$ cat src/rtl/memory_stage.sv
// Memory stage of the RV32I pipeline: EX/MEM register, byte-lane store port,
// load extraction/extension and misaligned/illegal access detection.
module memory_stage #(
    parameter int DATA_WIDTH = 32
) (
    input  logic                  clk_i,
    input  logic                  rst_i,
    input  logic [DATA_WIDTH-1:0] ALUResultE_i,
    input  logic [DATA_WIDTH-1:0] WriteDataE_i,
    input  logic [DATA_WIDTH-1:0] PCPlus4E_i,
    input  logic [4:0]            RdE_i,
    input  logic                  RegWriteE_i,
    input  logic [1:0]            ResultSrcE_i,
    input  logic                  MemWriteE_i,
    input  logic [2:0]            Funct3E_i,
    input  logic                  StallM_i,
    input  logic                  FlushM_i,
    input  logic [DATA_WIDTH-1:0] DMemRData_i,
    output logic [DATA_WIDTH-1:0] DMemAddr_o,
    output logic [DATA_WIDTH-1:0] DMemWData_o,
    output logic [3:0]            DMemByteEn_o,
    output logic                  DMemWE_o,
    output logic [DATA_WIDTH-1:0] ALUResultM_o,
    output logic [DATA_WIDTH-1:0] ReadDataM_o,
    output logic [DATA_WIDTH-1:0] PCPlus4M_o,
    output logic [4:0]            RdM_o,
    output logic                  RegWriteM_o,
    output logic [1:0]            ResultSrcM_o,
    output logic                  MisalignM_o
);

    localparam logic [2:0] F3_B  = 3'b000;
    localparam logic [2:0] F3_H  = 3'b001;
    localparam logic [2:0] F3_W  = 3'b010;
    localparam logic [2:0] F3_BU = 3'b100;
    localparam logic [2:0] F3_HU = 3'b101;

    logic [DATA_WIDTH-1:0] alu_result_q;
    logic [DATA_WIDTH-1:0] write_data_q;
    logic [DATA_WIDTH-1:0] pc_plus4_q;
    logic [4:0]            rd_q;
    logic                  reg_write_q;
    logic [1:0]            result_src_q;
    logic                  mem_write_q;
    logic [2:0]            funct3_q;

    // Reset and flush both produce an all-zero bubble; flush beats stall.
    always_ff @(posedge clk_i) begin
        if (rst_i || FlushM_i) begin
            alu_result_q <= '0;
            write_data_q <= '0;
            pc_plus4_q   <= '0;
            rd_q         <= '0;
            reg_write_q  <= 1'b0;
            result_src_q <= '0;
            mem_write_q  <= 1'b0;
            funct3_q     <= '0;
        end else if (!StallM_i) begin
            alu_result_q <= ALUResultE_i;
            write_data_q <= WriteDataE_i;
            pc_plus4_q   <= PCPlus4E_i;
            rd_q         <= RdE_i;
            reg_write_q  <= RegWriteE_i;
            result_src_q <= ResultSrcE_i;
            mem_write_q  <= MemWriteE_i;
            funct3_q     <= Funct3E_i;
        end
    end

    logic [1:0] addr_lo;
    logic       is_load;
    logic       access;
    logic       legal;
    logic       bad_align;
    logic       misalign;

    assign addr_lo = alu_result_q[1:0];
    assign is_load = (result_src_q == 2'b01);
    assign access  = mem_write_q | is_load;

    // A store with ResultSrc=01 is judged by the store funct3 table.
    always_comb begin
        legal     = 1'b0;
        bad_align = 1'b0;
        if (mem_write_q) begin
            legal = (funct3_q == F3_B) || (funct3_q == F3_H) || (funct3_q == F3_W);
        end else begin
            legal = (funct3_q == F3_B) || (funct3_q == F3_H) || (funct3_q == F3_W) ||
                    (funct3_q == F3_BU) || (funct3_q == F3_HU);
        end
        case (funct3_q[1:0])
            2'b01:   bad_align = addr_lo[0];
            2'b10:   bad_align = |addr_lo;
            default: bad_align = 1'b0;
        endcase
        misalign = access & (~legal | bad_align);
    end

    logic [3:0]            store_be;
    logic [DATA_WIDTH-1:0] store_wdata;

    always_comb begin
        store_be    = 4'b0000;
        store_wdata = write_data_q;
        case (funct3_q[1:0])
            2'b00: begin
                store_be    = 4'b0001 << addr_lo;
                store_wdata = {4{write_data_q[7:0]}};
            end
            2'b01: begin
                store_be    = addr_lo[1] ? 4'b1100 : 4'b0011;
                store_wdata = {2{write_data_q[15:0]}};
            end
            2'b10:   store_be = 4'b1111;
            default: store_be = 4'b0000;
        endcase
    end

    logic [7:0]            load_byte;
    logic [15:0]           load_half;
    logic [DATA_WIDTH-1:0] load_ext;

    always_comb begin
        case (addr_lo)
            2'd0:    load_byte = DMemRData_i[7:0];
            2'd1:    load_byte = DMemRData_i[15:8];
            2'd2:    load_byte = DMemRData_i[23:16];
            default: load_byte = DMemRData_i[31:24];
        endcase
        load_half = addr_lo[1] ? DMemRData_i[31:16] : DMemRData_i[15:0];
        case (funct3_q)
            F3_B:    load_ext = {{24{load_byte[7]}}, load_byte};
            F3_H:    load_ext = {{16{load_half[15]}}, load_half};
            F3_W:    load_ext = DMemRData_i;
            F3_BU:   load_ext = {24'd0, load_byte};
            F3_HU:   load_ext = {16'd0, load_half};
            default: load_ext = '0;
        endcase
    end

    assign DMemWE_o     = mem_write_q & ~misalign;
    assign DMemByteEn_o = DMemWE_o ? store_be : 4'b0000;
    assign DMemAddr_o   = {alu_result_q[DATA_WIDTH-1:2], 2'b00};
    assign DMemWData_o  = store_wdata;
    assign ReadDataM_o  = (is_load && !misalign) ? load_ext : '0;
    assign RegWriteM_o  = reg_write_q & ~misalign;
    assign MisalignM_o  = misalign;
    assign ALUResultM_o = alu_result_q;
    assign PCPlus4M_o   = pc_plus4_q;
    assign RdM_o        = rd_q;
    assign ResultSrcM_o = result_src_q;

endmodule

$ cat config.mk
export PLATFORM = sky130hd
export DESIGN_NAME = memory_stage
export DESIGN_NICKNAME = d
export VERILOG_FILES = /design/src/rtl/memory_stage.sv
export SDC_FILE = /design/constraint.sdc
export NUM_CORES = 1
export LEC_CHECK = 0
export ABC_AREA = 1
export BUFFER_PORTS_ARGS = -buffer_cell sky130_fd_sc_hd__buf_2
export CAP_MARGIN = 25
export CORE_AREA = 2 2 124 126
export CTS_CLUSTER_SIZE = 8
export DETAILED_ROUTE_END_ITERATION = 16
export DIE_AREA = 0 0 126 128
export GPL_TIMING_DRIVEN = 0
export PLACE_DENSITY = 0.75
export SETUP_SLACK_MARGIN = 0.05
export SYNTH_ARGS = -nofsm -noshare
export SYNTH_HDL_FRONTEND = slang
export SYNTH_SLANG_ARGS = --single-unit
$ cat constraint.sdc
create_clock -name clk_i -period 3.3 [get_ports clk_i]
set_input_delay 0.66 -clock clk_i [delete_from_list [all_inputs] [get_ports clk_i]]
set_output_delay 0.66 -clock clk_i [all_outputs]
set_load 0.02 [all_outputs]
Word-level counts from Yosys, hierarchy flattened
Index checks and enable logic that the tools add are counted.
Widths: inputs -> output; s select.
- logic and storage cells: 46
- bits in registers: 108
- reduce and logical (&&, ||, !) cells: 11
- shift-type cells: 1
- muxes and demuxes: 10
- bitwise operators: 7
- eq/ne operators: 9
- operators by type and width (kind ; number):
    $pmux 32 s5 ; 1
    $pmux 32 s2 ; 1
    $mux 32 ; 1
    $pmux 8 s3 ; 1
    $mux 16 ; 1
    $pmux 4 s3 ; 1
    $mux 4 ; 2
    $eq 2x1->1 const B ; 3
    $eq 3x3->1 const B ; 2
    $logic_or 1x1->1 ; 5
    $eq 2x2->1 const B ; 2
    $logic_not 2->1 ; 2
    $shl 1x2->4 const A ; 1
    $and 1x1->1 ; 3
    $eq 3x1->1 const B ; 1
    $eq 3x2->1 const B ; 1
    $logic_not 3->1 ; 1
    $not 1->1 ; 2
    $or 1x1->1 ; 2
    $pmux 1 s2 ; 1
    $reduce_or 2->1 ; 1
    $logic_and 1x1->1 ; 1
    $logic_not 1->1 ; 1
    $mux 1 ; 1

Longest topological paths before layout
Gate-level depths: netlist (run 1).
- depth after elaboration: 12
- mapped depth: 8
- mapped depth without buffers: 7

Least setup slack after synthesis (run 1)
No wires, ideal clock.
- path kind: register to output
- start: register funct3_q[1]
- end: output port RegWriteM_o
- slack: 828 ps
- arrival time: 1812 ps
- required time: 2640 ps
- stages on the path, launching flop included: 8
- path buffers: 1
- path through: dfxtp_1 > clkinv_1 > ha_1 > buf_2 > nor2_4 > a21boi_4 > a21oi_1 > nor2_1
- cells in the longest elaborated chain, start to end: 11
- ends and longest elaborated chain (element ; RTL line ; RTL):
    start, declared ; 45 ; logic [2:0] funct3_q;
    start signal, assigned ; 66 ; funct3_q <= Funct3E_i;
    $eq 3x1->1 / $logic_not 3->1 (equally long branches) ; 86, 88 ;
    $logic_or 1x1->1 (2 in a row) ; 86, 88 ;
    $logic_or 1x1->1 ; 88 ; legal = (funct3_q == F3_B) || (funct3_q == F3_H) || (funct3_q == F3_W) ||
    $logic_or 1x1->1 ; 89 ; (funct3_q == F3_BU) || (funct3_q == F3_HU);
    $mux 1 ; 85 ; if (mem_write_q) begin
    $not 1->1 ; 96 ; misalign = access & (~legal | bad_align);
    $or 1x1->1 (*) ; 96 ;
    $and 1x1->1 (*) ; 96 ;
    via MisalignM_o ; 29 ; output logic MisalignM_o
    $not 1->1 (*) ; 146 ; assign RegWriteM_o = reg_write_q & ~misalign;
    $and 1x1->1 (*) ; 146 ;
    end, declared ; 27 ; output logic RegWriteM_o,
The timed path passes the listed nets; every way through them passes the cells marked *.

Worst setup path after layout (run 1)
- start: register funct3_q[1]
- end: output port ReadDataM_o[11]
- cells in the longest elaborated chain, start to end: 12
- ends and longest elaborated chain (element ; RTL line ; RTL):
    $eq 3x1->1 / $logic_not 3->1 (equally long branches) ; 86, 88, 131 ;
    $logic_or 1x1->1 (2 in a row) ; 86, 88 ;
    $logic_or 1x1->1 ; 88 ;
    $logic_or 1x1->1 ; 89 ;
    $mux 1 ; 85 ;
    $not 1->1 ; 96 ;
    $or 1x1->1 ; 96 ;
    $and 1x1->1 ; 96 ;
    $logic_not 1->1 ; 145 ; assign ReadDataM_o = (is_load && !misalign) ? load_ext : '0;
    $logic_and 1x1->1 ; 145 ;
    $mux 32 (*) ; 145 ;
    end, declared ; 24 ; output logic [DATA_WIDTH-1:0] ReadDataM_o,
Mark *: on every way between the ends. The rest lies on a longest branch, timed or not.

==> reports/qor.yml, run 1 <==
floorplanning:
  std_cell_core_area_um2: 14900
  dieArea_um2: 16100
  floorplan.die.height_um: 128
  pin_count: 318
  starting_density_of_the_core: 0.373
  rows: 45
  floorplan.die.width_um: 126
grt:
  grt_pass1_vias: 6059
  grt_first_pass_wirelength_um: 30900
  grtUsageTotal: 0.239
  initial_antenna_violation_count: 2
  grt.overflow.total: 0
  grt_start_max_net_pins: 20
cts:
  cts.repair_timing.setup_buffer_count: 0
  worst_setup_hold_path_clk_slew_ps: 80
  clkLatencyLatePin_ps: 340
  clock-root-buffer: "clkbuf_16"
  deepest_level_of_the_cts_h_tree: 3
  clkSinkCount: 108
  clock_buffer_depth: 2
  tritoncts: "done"
  cts_inserted_buffers: 9
yosys:
  yosysTopAreaCellShare: 0.390
  synth_warnings: 0
  synth_seq_area_share: 0.390
  synthesis.area_um2: 5540
  synth_compound_gate_area_share: 0.217
  post_synth_and_or_nand_nor_area_fraction: 0.244
  netlist_instances: 809
  synth_top_family_by_area: "simple AND/OR/NAND/NOR gates"
  avgSynthCellArea_um2: 6.85
  synth-adder-area-share: 0.00903
  synthMuxAreaShare: 0
  area_leader_netlist: "dfxtp_1"
  synth_area_leaders: "dfxtp_1 (39%), nand2_1 (18%), a21oi_1 (14%)"
  ys_seq_elements: 108
  xor_and_xnor_fraction_of_the_mapped_netlist_area: 0
  number_of_distinct_library_cells_after_synthesis: 29
critical_path:
  r2r_slack_ps: 2240
  path_class: "reg2out"
  worst-endpoint-arrival_ps: 2420
  r2r_end: "ALUResultM_o[0]$_SDFFE_PP0N_"
  worst_r2r_path_depth: 3
  reg2reg_from: "ALUResultM_o[0]$_SDFFE_PP0N_"
  cp-start-kind: "flop"
  critPathRequiredTime_ps: 2640
  setup.worst_path.end_class: "output port"
  cp_max_fo: 18
sta:
  final.setup.tns_ps: 0
  number_of_endpoints_failing_setup_at_the_final_stage: 0
  max_freq_mhz: 325
  period_minus_slack_ps: 3080
  worst_slew_pin_slew_ps: 559
  slew_violations: 0
  timing.final.hold_violations: 0
  rsz0062_at_grt: "false"
  worst_clock_skew_ps: 0
  worst_slew_margin_rel: 0.628
  post-route-period-util: 0.933
final_layout:
  drive_gt1_frac: 0.374
  fill_cells: 1535
  final_cell_count_no_fill: 1329
  synthToLayoutAreaGrowth_pct: 38.5
  nNetsFinal: 1282
power_and_ir_drop:
  power_leakage_nw: 3.92
  power-per-cell-area_nw_per_um2: 405
  irDropWorstVdd_mv: 0.314
drt:
  dr.pass1.iters: 4
  postRouteWirelength_um: 20200
  detail_route.wl_per_cell_um: 15.2
  antenna_violating_nets_post_route: 0
  drc_errors: 0
  avgViaCountPerCell: 4.83
  initialDrtViolationCount: 325
  dr_total_vias: 6416
hold_path:
  worstHoldPathType: "reg2reg"
  hold_start: "write_data_q[24]$_SDFFE_PP0N_"
  whs_endpoint: "write_data_q[24]$_SDFFE_PP0N_"
  whs_path_depth: 2
placed_design:
  gpl.final_weighted_congestion: 0.903
  io_buffers: 314
  hpwlAfterDp_um: 16000
  numPlacedInstances: 1312
run:
  maximum_capacitance_violations: 0
status:
  outcome: "finished, final reports clean"
## area by class of cell
type | count | area [µm²] | share of cell area
Clock inverter | 6 | 83.8 | 0.0109
Tap cell | 188 | 235 | 0.0307
Inverter | 47 | 183 | 0.0238
Sequential cell | 108 | 2160 | 0.282
Buffer | 93 | 594 | 0.0775
Timing Repair Buffer | 314 | 1570 | 0.205
Clock buffer | 10 | 229 | 0.0298
Multi-Input combinational cell | 561 | 2610 | 0.340
Antenna cell | 2 | 5.00 | 0.000652
## flip-flops by register name, indices dropped and copies added, names as in the netlist
signal,cells
ALUResultM_o,32
PCPlus4M_o,32
funct3_q,3
ResultSrcM_o,2
reg_write_q,1
write_data_q,32
RdM_o,5
mem_write_q,1
## through the flow
stage                      util  cell area, µm²  power [mW]  setup slack [ps]  hold slack (ps)
final                     0.516            7670        3.11               220              458
after floorplan               -            5540        1.76               828              436
after global routing      0.516            7670        3.25              79.5              481
after detailed placement  0.495            7350        2.01               321              451
after CTS                 0.515            7660        3.13               158              461
after global placement    0.495            7350        2.01               322              443
## critical path, cell delays in order (launching register included)
cell and delay, ps:
dfxtp_1 350, clkinvlp_4 190, ha_1 370, inv_4 180, o21ai_4 290, buf_6 200
a21oi_1 90, a21oi_1 200, buf_2 200
## what timing repair did
action / 4_1_cts / 5_1_grt
gates resized for setup: 1 / 5
hold buffers: 0 / 0
endpoints found under the setup margin: 7 / 19
## layout by cell type, fill, tap and decap left out, types with 2 or more instances in the layout
cell       instances
buf_2            330
nand2_1          262
a21oi_1          157
dfxtp_1          108
nor2_1            55
inv_1             42
buf_4             41
o21ai_0           31
clkbuf_1          23
a211oi_1          15
a21oi_2           10
buf_6              9
clkbuf_16          9
nand3_1            7
ha_1               4
nor2_4             3
clkbuf_2           3
inv_2              3
nand4_1            3
diode_2            2
nand2_2            2
nand3_2            2
nand3_4            2
o31ai_1            2
buf_1              2
conb_1             2
clkinv_4           2
## power breakdown
group / internal (mW) / total, mW / switching (mW)
sequential: 1.35 / 1.38 / 0.0296
clock: 0.607 / 1.13 / 0.521
combinational: 0.224 / 0.606 / 0.382
total: 2.18 / 3.11 / 0.932
## worst max path at each step
stage                              from              end  slack [ps]  depth (start not counted)
3_3_place_gp   funct3_q[1]$_SDFFE_PP0N_  DMemWData_o[27]         320                          8
5_1_grt        funct3_q[1]$_SDFFE_PP0N_  DMemWData_o[27]          80                          8
6_report       funct3_q[1]$_SDFFE_PP0N_  ReadDataM_o[11]         220                          8
2_1_floorplan  funct3_q[1]$_SDFFE_PP0N_      RegWriteM_o         830                          7
3_5_place_dp   funct3_q[1]$_SDFFE_PP0N_  DMemWData_o[27]         320                          8
4_1_cts        funct3_q[1]$_SDFFE_PP0N_  DMemWData_o[27]         160                          8
## cell usage after synthesis (all sizes together)
cell type / n
nand3: 11
or2: 1
o31ai: 2
a21oi: 167
nor2: 58
dfxtp: 108
o21ai: 33
conb: 1
a211oi: 15
a21boi: 1
clkinv: 1
clkbuf: 26
ha: 4
inv: 46
nand4: 3
nand2: 264
buf: 68
## cell families (layout without fill, tap and decap cells)
family | count (synthesis) | count (layout)
AO/OA/AOI/OAI | 218 | 218
flip-flops | 108 | 108
other | 1 | 4
adder cells (fa/ha/maj) | 4 | 4
buffers and inverters | 141 | 470
AND/OR/NAND/NOR | 337 | 337
## per-layer routing
| metal | part of all wire | wire length [µm] | track usage | up-vias |
|---|---|---|---|---|
| met1 | 0.39 | 7760 | 0.274 | 2831 |
| met2 | 0.49 | 9930 | 0.426 | 325 |
| li1 | - | - | - | 3214 |
| met4 | 0.036 | 724 | 0.103 | 0 |
| met3 | 0.086 | 1730 | 0.0580 | 46 |
| met5 | 0 | 0 | 0 | - |
Power figures use the tool's default switching activity.
==> run 2: changes to the inputs <==
--- a/config.mk
+++ b/config.mk
@@ -14,7 +14,7 @@
 export DIE_AREA = 0 0 126 128
 export GPL_TIMING_DRIVEN = 0
 export PLACE_DENSITY = 0.75
-export SETUP_SLACK_MARGIN = 0.05
+export REMOVE_ABC_BUFFERS = 1
 export SYNTH_ARGS = -nofsm -noshare
 export SYNTH_HDL_FRONTEND = slang
 export SYNTH_SLANG_ARGS = --single-unit
==> run 2 against run 1 <==
Compared with the run above: flip-flop and latch count stayed put; final cell count is 6.5% lower; register-to-register slack worse by 140 ps; utilization down 3.1 points; critical path depth fell by 1; combinational power down 7.9%; critical path type unchanged.
==> reports/qor.yml, run 2 (synthesis gave the netlist of run 1 again) <==
status:
  outcome: "finished, final reports clean"  # unchanged
floorplanning:
  rows: 45  # unchanged
  pin_count: 318  # unchanged
  floorplan.die.width_um: 126  # unchanged
  floorplan.die.height_um: 128  # unchanged
  starting_density_of_the_core: 0.373  # unchanged
  std_cell_core_area_um2: 14900  # unchanged
  dieArea_um2: 16100  # unchanged
sta:
  number_of_endpoints_failing_setup_at_the_final_stage: 0  # unchanged
  worst_clock_skew_ps: 0  # unchanged
  smallest_hold_slack_ps: 456  # was 458 ps
  period_minus_slack_ps: 3120  # was 3080 ps
  post-route-period-util: 0.946  # was 0.933
  rsz0062_at_grt: "false"  # unchanged
  worst_slew_pin_slew_ps: 787  # was 559 ps
  timing.final.hold_violations: 0  # unchanged
  worst_slew_margin_rel: 0.475  # was 0.628
  postLayoutSetupSlackWorst_ps: 179  # was 220 ps
  slew_violations: 0  # unchanged
  max_freq_mhz: 320  # was 325 MHz
final_layout:
  final_common_cell: "buf_2"  # unchanged
  layout_common_cells: "buf_2 (314), nand2_1 (262), a21oi_1 (157)"  # was buf_2 (330), nand2_1 (262), a21oi_1 (157)
  fill_cells: 1568  # was 1535
  multiInputGateArea_um2: 2650  # was 2610 µm²
  drive_gt1_frac: 0.350  # was 0.374
  nNetsFinal: 1196  # was 1282
  final_core_utilization: 0.485  # was 0.516
  synthToLayoutAreaGrowth_pct: 30.2  # was 38.5%
  area_used_by_sequential_logic_in_the_layout_um2: 2160  # about the same
  final_cell_count_no_fill: 1242  # was 1329
critical_path:
  path_class: "reg2out"  # unchanged
  worst-endpoint-arrival_ps: 2460  # was 2420 ps
  critPathRequiredTime_ps: 2640  # about the same
  reg2reg_from: "ALUResultM_o[0]$_SDFFE_PP0N_"  # unchanged
  setup.worst_path.end_class: "output port"  # unchanged
  cp-start-kind: "flop"  # unchanged
  r2r_slack_ps: 2100  # was 2240 ps
  worst_r2r_path_depth: 2  # was 3
  r2r_end: "ALUResultM_o[0]$_SDFFE_PP0N_"  # unchanged
  cp_max_fo: 18  # unchanged
drt:
  dr.pass1.iters: 5  # was 4
  avgViaCountPerCell: 4.90  # was 4.83
  detail_route.wl_per_cell_um: 15.1  # was 15.2 µm
  drc_errors: 0  # unchanged
  postRouteWirelength_um: 18800  # was 20200 µm
  dr_total_vias: 6092  # was 6416
  initialDrtViolationCount: 369  # was 325
  antenna_violating_nets_post_route: 0  # unchanged
cts:
  deepest_level_of_the_cts_h_tree: 3  # unchanged
  cts_inserted_buffers: 9  # unchanged
  tritoncts: "done"  # unchanged
  clkSinkCount: 108  # unchanged
  clkLatencyLatePin_ps: 350  # was 340 ps
  worst_setup_hold_path_clk_slew_ps: 80  # about the same
  clock-root-buffer: "clkbuf_16"  # unchanged
  clock_buffer_depth: 2  # unchanged
placed_design:
  gpl.final_weighted_congestion: 0.893  # was 0.903
  numPlacedInstances: 1222  # was 1312
  io_buffers: 315  # was 314
  hpwlAfterDp_um: 13100  # was 16000 µm
  worst_case_setup_slack_after_placement_ps: -200  # was 321 ps
power_and_ir_drop:
  irDropWorstVdd_mv: 0.388  # was 0.314 mV
  power_leakage_nw: 3.60  # was 3.92 nW
  power-per-cell-area_nw_per_um2: 427  # was 405 nW/µm²
grt:
  grt_first_pass_wirelength_um: 27600  # was 30900 µm
  grt.overflow.total: 0  # unchanged
  grtUsageTotal: 0.215  # was 0.239
  initial_antenna_violation_count: 1  # was 2
  grt_start_max_net_pins: 77  # was 20
  grt_pass1_vias: 5281  # was 6059
hold_path:
  worstHoldPathType: "reg2reg"  # unchanged
  whs_endpoint: "write_data_q[24]$_SDFFE_PP0N_"  # unchanged
  whs_path_depth: 2  # unchanged
  hold_start: "write_data_q[24]$_SDFFE_PP0N_"  # unchanged
run:
  maximum_capacitance_violations: 0  # unchanged
## run 2: changes by cell type in the layout (fill, tap and decap cells not counted), sizes merged
cell    previous run  this run
buf              382       319
clkbuf            35         9
diode              2         1
inv               48        49
nand3             11        12
nor2              58        59
## run 2: critical path: stages, from the launching register on
cell      delay [ps]
dfxtp_1          330
inv_1            150
ha_1             260
nand2_2          300
a21boi_4         370
nand3_4          290
a21oi_1          220
buf_2            190
## run 2: per-stage QoR
stage / setup TNS [ps] / total power [mW] / area (µm²)
2_1_floorplan: 0 / 1.70 / 4950
3_3_place_gp: -198810 / 1.94 / 6760
3_5_place_dp: -5550 / 1.95 / 6840
4_1_cts: 0 / 3.11 / 7180
5_1_grt: 0 / 3.23 / 7220
6_report: 0 / 3.08 / 7220
## run 2: layout make-up
cell class,instances,area share
Multi-Input combinational cell,563,0.367
Antenna cell,1,0.000347
Sequential cell,108,0.300
Timing Repair Buffer,319,0.231
Clock buffer,9,0.0312
Clock inverter,7,0.0127
Tap cell,188,0.0326
Inverter,47,0.0253
## run 2: per-layer routing
layer	track usage	wire [µm]	vias up	share of wire
met3	0.0538	1670	30	0.089
li1	-	-	3049	-
met2	0.371	9430	310	0.50
met4	0.0847	395	0	0.021
met5	0	0	-	0
met1	0.257	7290	2703	0.39
## run 2: how the worst max path moves through the flow
| stage | startpoint | end |
|---|---|---|
| after floorplan | funct3_q[1]$_SDFFE_PP0N_ | RegWriteM_o |
| after global placement | StallM_i | ALUResultM_o[28]$_SDFFE_PP0N_ |
| after detailed placement | funct3_q[1]$_SDFFE_PP0N_ | ReadDataM_o[14] |
| after CTS | ALUResultM_o[1]$_SDFFE_PP0N_ | ReadDataM_o[29] |
| after global routing | funct3_q[0]$_SDFFE_PP0N_ | ReadDataM_o[22] |
| final | funct3_q[0]$_SDFFE_PP0N_ | ReadDataM_o[29] |
## run 2: power breakdown
part           switching, mW  leakage (nW)  internal, mW
logic                  0.364          2.56         0.194
registers             0.0317         0.881          1.35
clock network          0.540         0.151         0.608
total                  0.935          3.60          2.15
## run 2: repair_timing
action,CTS,global route
gates resized for setup,4,2
hold buffers,0,0
setup buffers,0,1
cloned,1,1
endpoints found under the setup margin,55,28
pin swaps,1,2
==> run 3: changes to the inputs <==
--- a/config.mk
+++ b/config.mk
@@ -13,7 +13,7 @@
 export DETAILED_ROUTE_END_ITERATION = 16
 export DIE_AREA = 0 0 126 128
 export GPL_TIMING_DRIVEN = 0
-export PLACE_DENSITY = 0.75
+export PLACE_DENSITY = 0.7
 export REMOVE_ABC_BUFFERS = 1
 export SYNTH_ARGS = -nofsm -noshare
 export SYNTH_HDL_FRONTEND = slang
==> run 3 against run 2 <==
Compared with the run above: worst hold slack better by 8.8 ps; die area did not move; clock power down 11%; critical path type unchanged; largest cell class unchanged; largest power group unchanged; highest routed layer unchanged.
==> reports/qor.yml, run 3 (synthesis gave the netlist of run 1 again) <==
critical_path:
  timing.critical_path.slowest_stage_cell: "ha_4"  # was a21boi_4
  setup.worst_path.end_class: "output port"  # unchanged
  cp-start-kind: "flop"  # unchanged
  critPathRequiredTime_ps: 2640  # about the same
  cp_max_fo: 24  # was 18
  highest_cell_delay_on_the_worst_timing_path_ps: 350  # was 370 ps
  worst-endpoint-arrival_ps: 2450  # was 2460 ps
  path_class: "reg2out"  # unchanged
  cells_along_the_critical_path: "clkinv_2 > ha_4 > inv_1 > nor2_1 > nand3_4 > a21oi_1 > buf_2"  # was inv_1 > ha_1 > nand2_2 > a21boi_4 > nand3_4 > a21oi_1 > buf_2
power_and_ir_drop:
  irDropWorstVdd_mv: 0.231  # was 0.388 mV
  power_leakage_nw: 3.57  # was 3.60 nW
  power_frac_seq: 0.468  # was 0.447
  power-per-cell-area_nw_per_um2: 411  # was 427 nW/µm²
  total_power_mw: 2.94  # was 3.08 mW
  internal_power_mw: 2.06  # was 2.15 mW
  power.share.clock: 0.346  # was 0.372
  sw_ratio: 0.302  # was 0.303
  netSwitchingPower_mw: 0.889  # was 0.935 mW
  share_comb_of_total_power: 0.186  # was 0.181
drt:
  detail_route.wl_per_cell_um: 14.5  # was 15.1 µm
  avgViaCountPerCell: 4.82  # was 4.90
  drc_errors: 0  # unchanged
  postRouteWirelength_um: 17900  # was 18800 µm
  initialDrtViolationCount: 342  # was 369
  dr_total_vias: 5972  # was 6092
  dr.pass1.iters: 5  # unchanged
  antenna_violating_nets_post_route: 0  # unchanged
final_layout:
  final_common_cell: "buf_2"  # unchanged
  layout_common_cells: "buf_2 (314), nand2_1 (262), a21oi_1 (157)"  # unchanged
  final_cell_area_um2: 7160  # was 7220 µm²
  synthToLayoutAreaGrowth_pct: 29.2  # was 30.2%
  nNetsFinal: 1194  # was 1196
  drive_gt1_frac: 0.349  # was 0.350
hold_path:
  worstHoldPathType: "reg2reg"  # unchanged
floorplanning:
  floorplan.die.width_um: 126  # unchanged
  rows: 45  # unchanged
  dieArea_um2: 16100  # unchanged
  starting_density_of_the_core: 0.373  # unchanged
  pin_count: 318  # unchanged
  std_cell_core_area_um2: 14900  # unchanged
  floorplan.die.height_um: 128  # unchanged
cts:
  cts_inserted_buffers: 9  # unchanged
  clkSinkCount: 108  # unchanged
  worst_setup_hold_path_clk_slew_ps: 70  # was 80 ps
  cts_hold_buffers: 0  # unchanged
  tritoncts: "done"  # unchanged
  deepest_level_of_the_cts_h_tree: 3  # unchanged
  clkLatencyLatePin_ps: 340  # was 350 ps
  clock_buffer_depth: 2  # unchanged
  clock-root-buffer: "clkbuf_16"  # unchanged
sta:
  postLayoutSetupSlackWorst_ps: 188  # was 179 ps
  post-route-period-util: 0.943  # was 0.946
  timing.final.hold_violations: 0  # unchanged
  smallest_hold_slack_ps: 465  # was 456 ps
  max_freq_mhz: 321  # was 320 MHz
  number_of_endpoints_failing_setup_at_the_final_stage: 0  # unchanged
  worst_slew_margin_rel: 0.527  # was 0.475
  worst_clock_skew_ps: 0  # unchanged
  period_minus_slack_ps: 3110  # was 3120 ps
  final.setup.tns_ps: 0  # unchanged
  rsz0062_at_grt: "false"  # unchanged
  worst_slew_pin_slew_ps: 709  # was 787 ps
  slew_violations: 0  # unchanged
placed_design:
  post_dp_cell_area_um2: 6850  # was 6840 µm²
  io_buffers: 315  # unchanged
  hpwlAfterDp_um: 12600  # was 13100 µm
  gpl.final_weighted_congestion: 0.895  # was 0.893
  worst_case_setup_slack_after_placement_ps: -233  # was -200 ps
grt:
  initial_antenna_violation_count: 1  # unchanged
  grt.overflow.total: 0  # unchanged
  grt_pass1_vias: 5433  # was 5281
  grt_first_pass_wirelength_um: 27800  # was 27600 µm
  grt_start_max_net_pins: 73  # was 77
  grtUsageTotal: 0.210  # was 0.215
run:
  maximum_capacitance_violations: 0  # unchanged
status:
  outcome: "finished, final reports clean"  # unchanged
## run 3: changes by cell type in the layout (fill, tap and decap cells not counted), sizes merged
cell	previous run	this run
nand3	12	11
bufinv	1	0
buf	319	318
## run 3: final cells by class
type / count / area (µm²)
diodes: 1 / 2.50
clock buffers: 9 / 225
clock inverters: 6 / 47.5
fillers: 1582 / 7710
inverters: 47 / 183
multi-input cells: 562 / 2640
flip-flops and latches: 108 / 2160
well taps: 188 / 235
repair buffers: 318 / 1660
## run 3: worst paths after layout
path | cells past startpoint | slack (ps) | from | end
setup reg to reg | 2 | 2100 | ALUResultM_o[0]$_SDFFE_PP0N_ | ALUResultM_o[0]$_SDFFE_PP0N_
setup / recovery | 7 | 190 | funct3_q[1]$_SDFFE_PP0N_ | ReadDataM_o[9]
hold / removal | 2 | 460 | PCPlus4M_o[20]$_SDFFE_PP0N_ | PCPlus4M_o[20]$_SDFFE_PP0N_
hold reg to reg | 2 | 460 | PCPlus4M_o[20]$_SDFFE_PP0N_ | PCPlus4M_o[20]$_SDFFE_PP0N_
## run 3: what timing repair did
action / CTS / global route
endpoints found under the setup margin: 55 / 28
pin swaps: 1 / 0
buffers inserted: 0 / 0
gates cloned: 1 / 0
resized for setup: 4 / 2
## run 3: stage by stage
step / utilization / std cells
final: 0.481 / 1239
after floorplan: - / 716
after CTS: 0.481 / 1238
after detailed placement: 0.461 / 1222
after global routing: 0.481 / 1239
after global placement: 0.455 / 1219
## run 3: critical path: cells and delay by family (launching register included)
kind,cells,cell delay (ps)
AOI/OAI and AO/OA,1,240
buffers and inverters,3,650
and+or+nand+nor,2,530
adders and majority gates,1,350
DFF,1,340
## run 3: per-layer routing
layer | vias to the layer above | GRT usage | wire, µm
met1 | 2661 | 0.250 | 7130
met4 | 0 | 0.0640 | 416
met3 | 27 | 0.0492 | 1490
met2 | 247 | 0.376 | 8890
met5 | - | 0 | 0
li1 | 3037 | - | -
## run 3: power by group through the flow
stage          Clock (mW)  Combinational, mW  Sequential, mW
6_report             1.02              0.548            1.38
5_1_grt              1.11              0.605            1.38
4_1_cts              1.05              0.552            1.38
3_5_place_dp            0              0.545            1.41
3_3_place_gp            0              0.539            1.41
2_1_floorplan           0              0.243            1.46
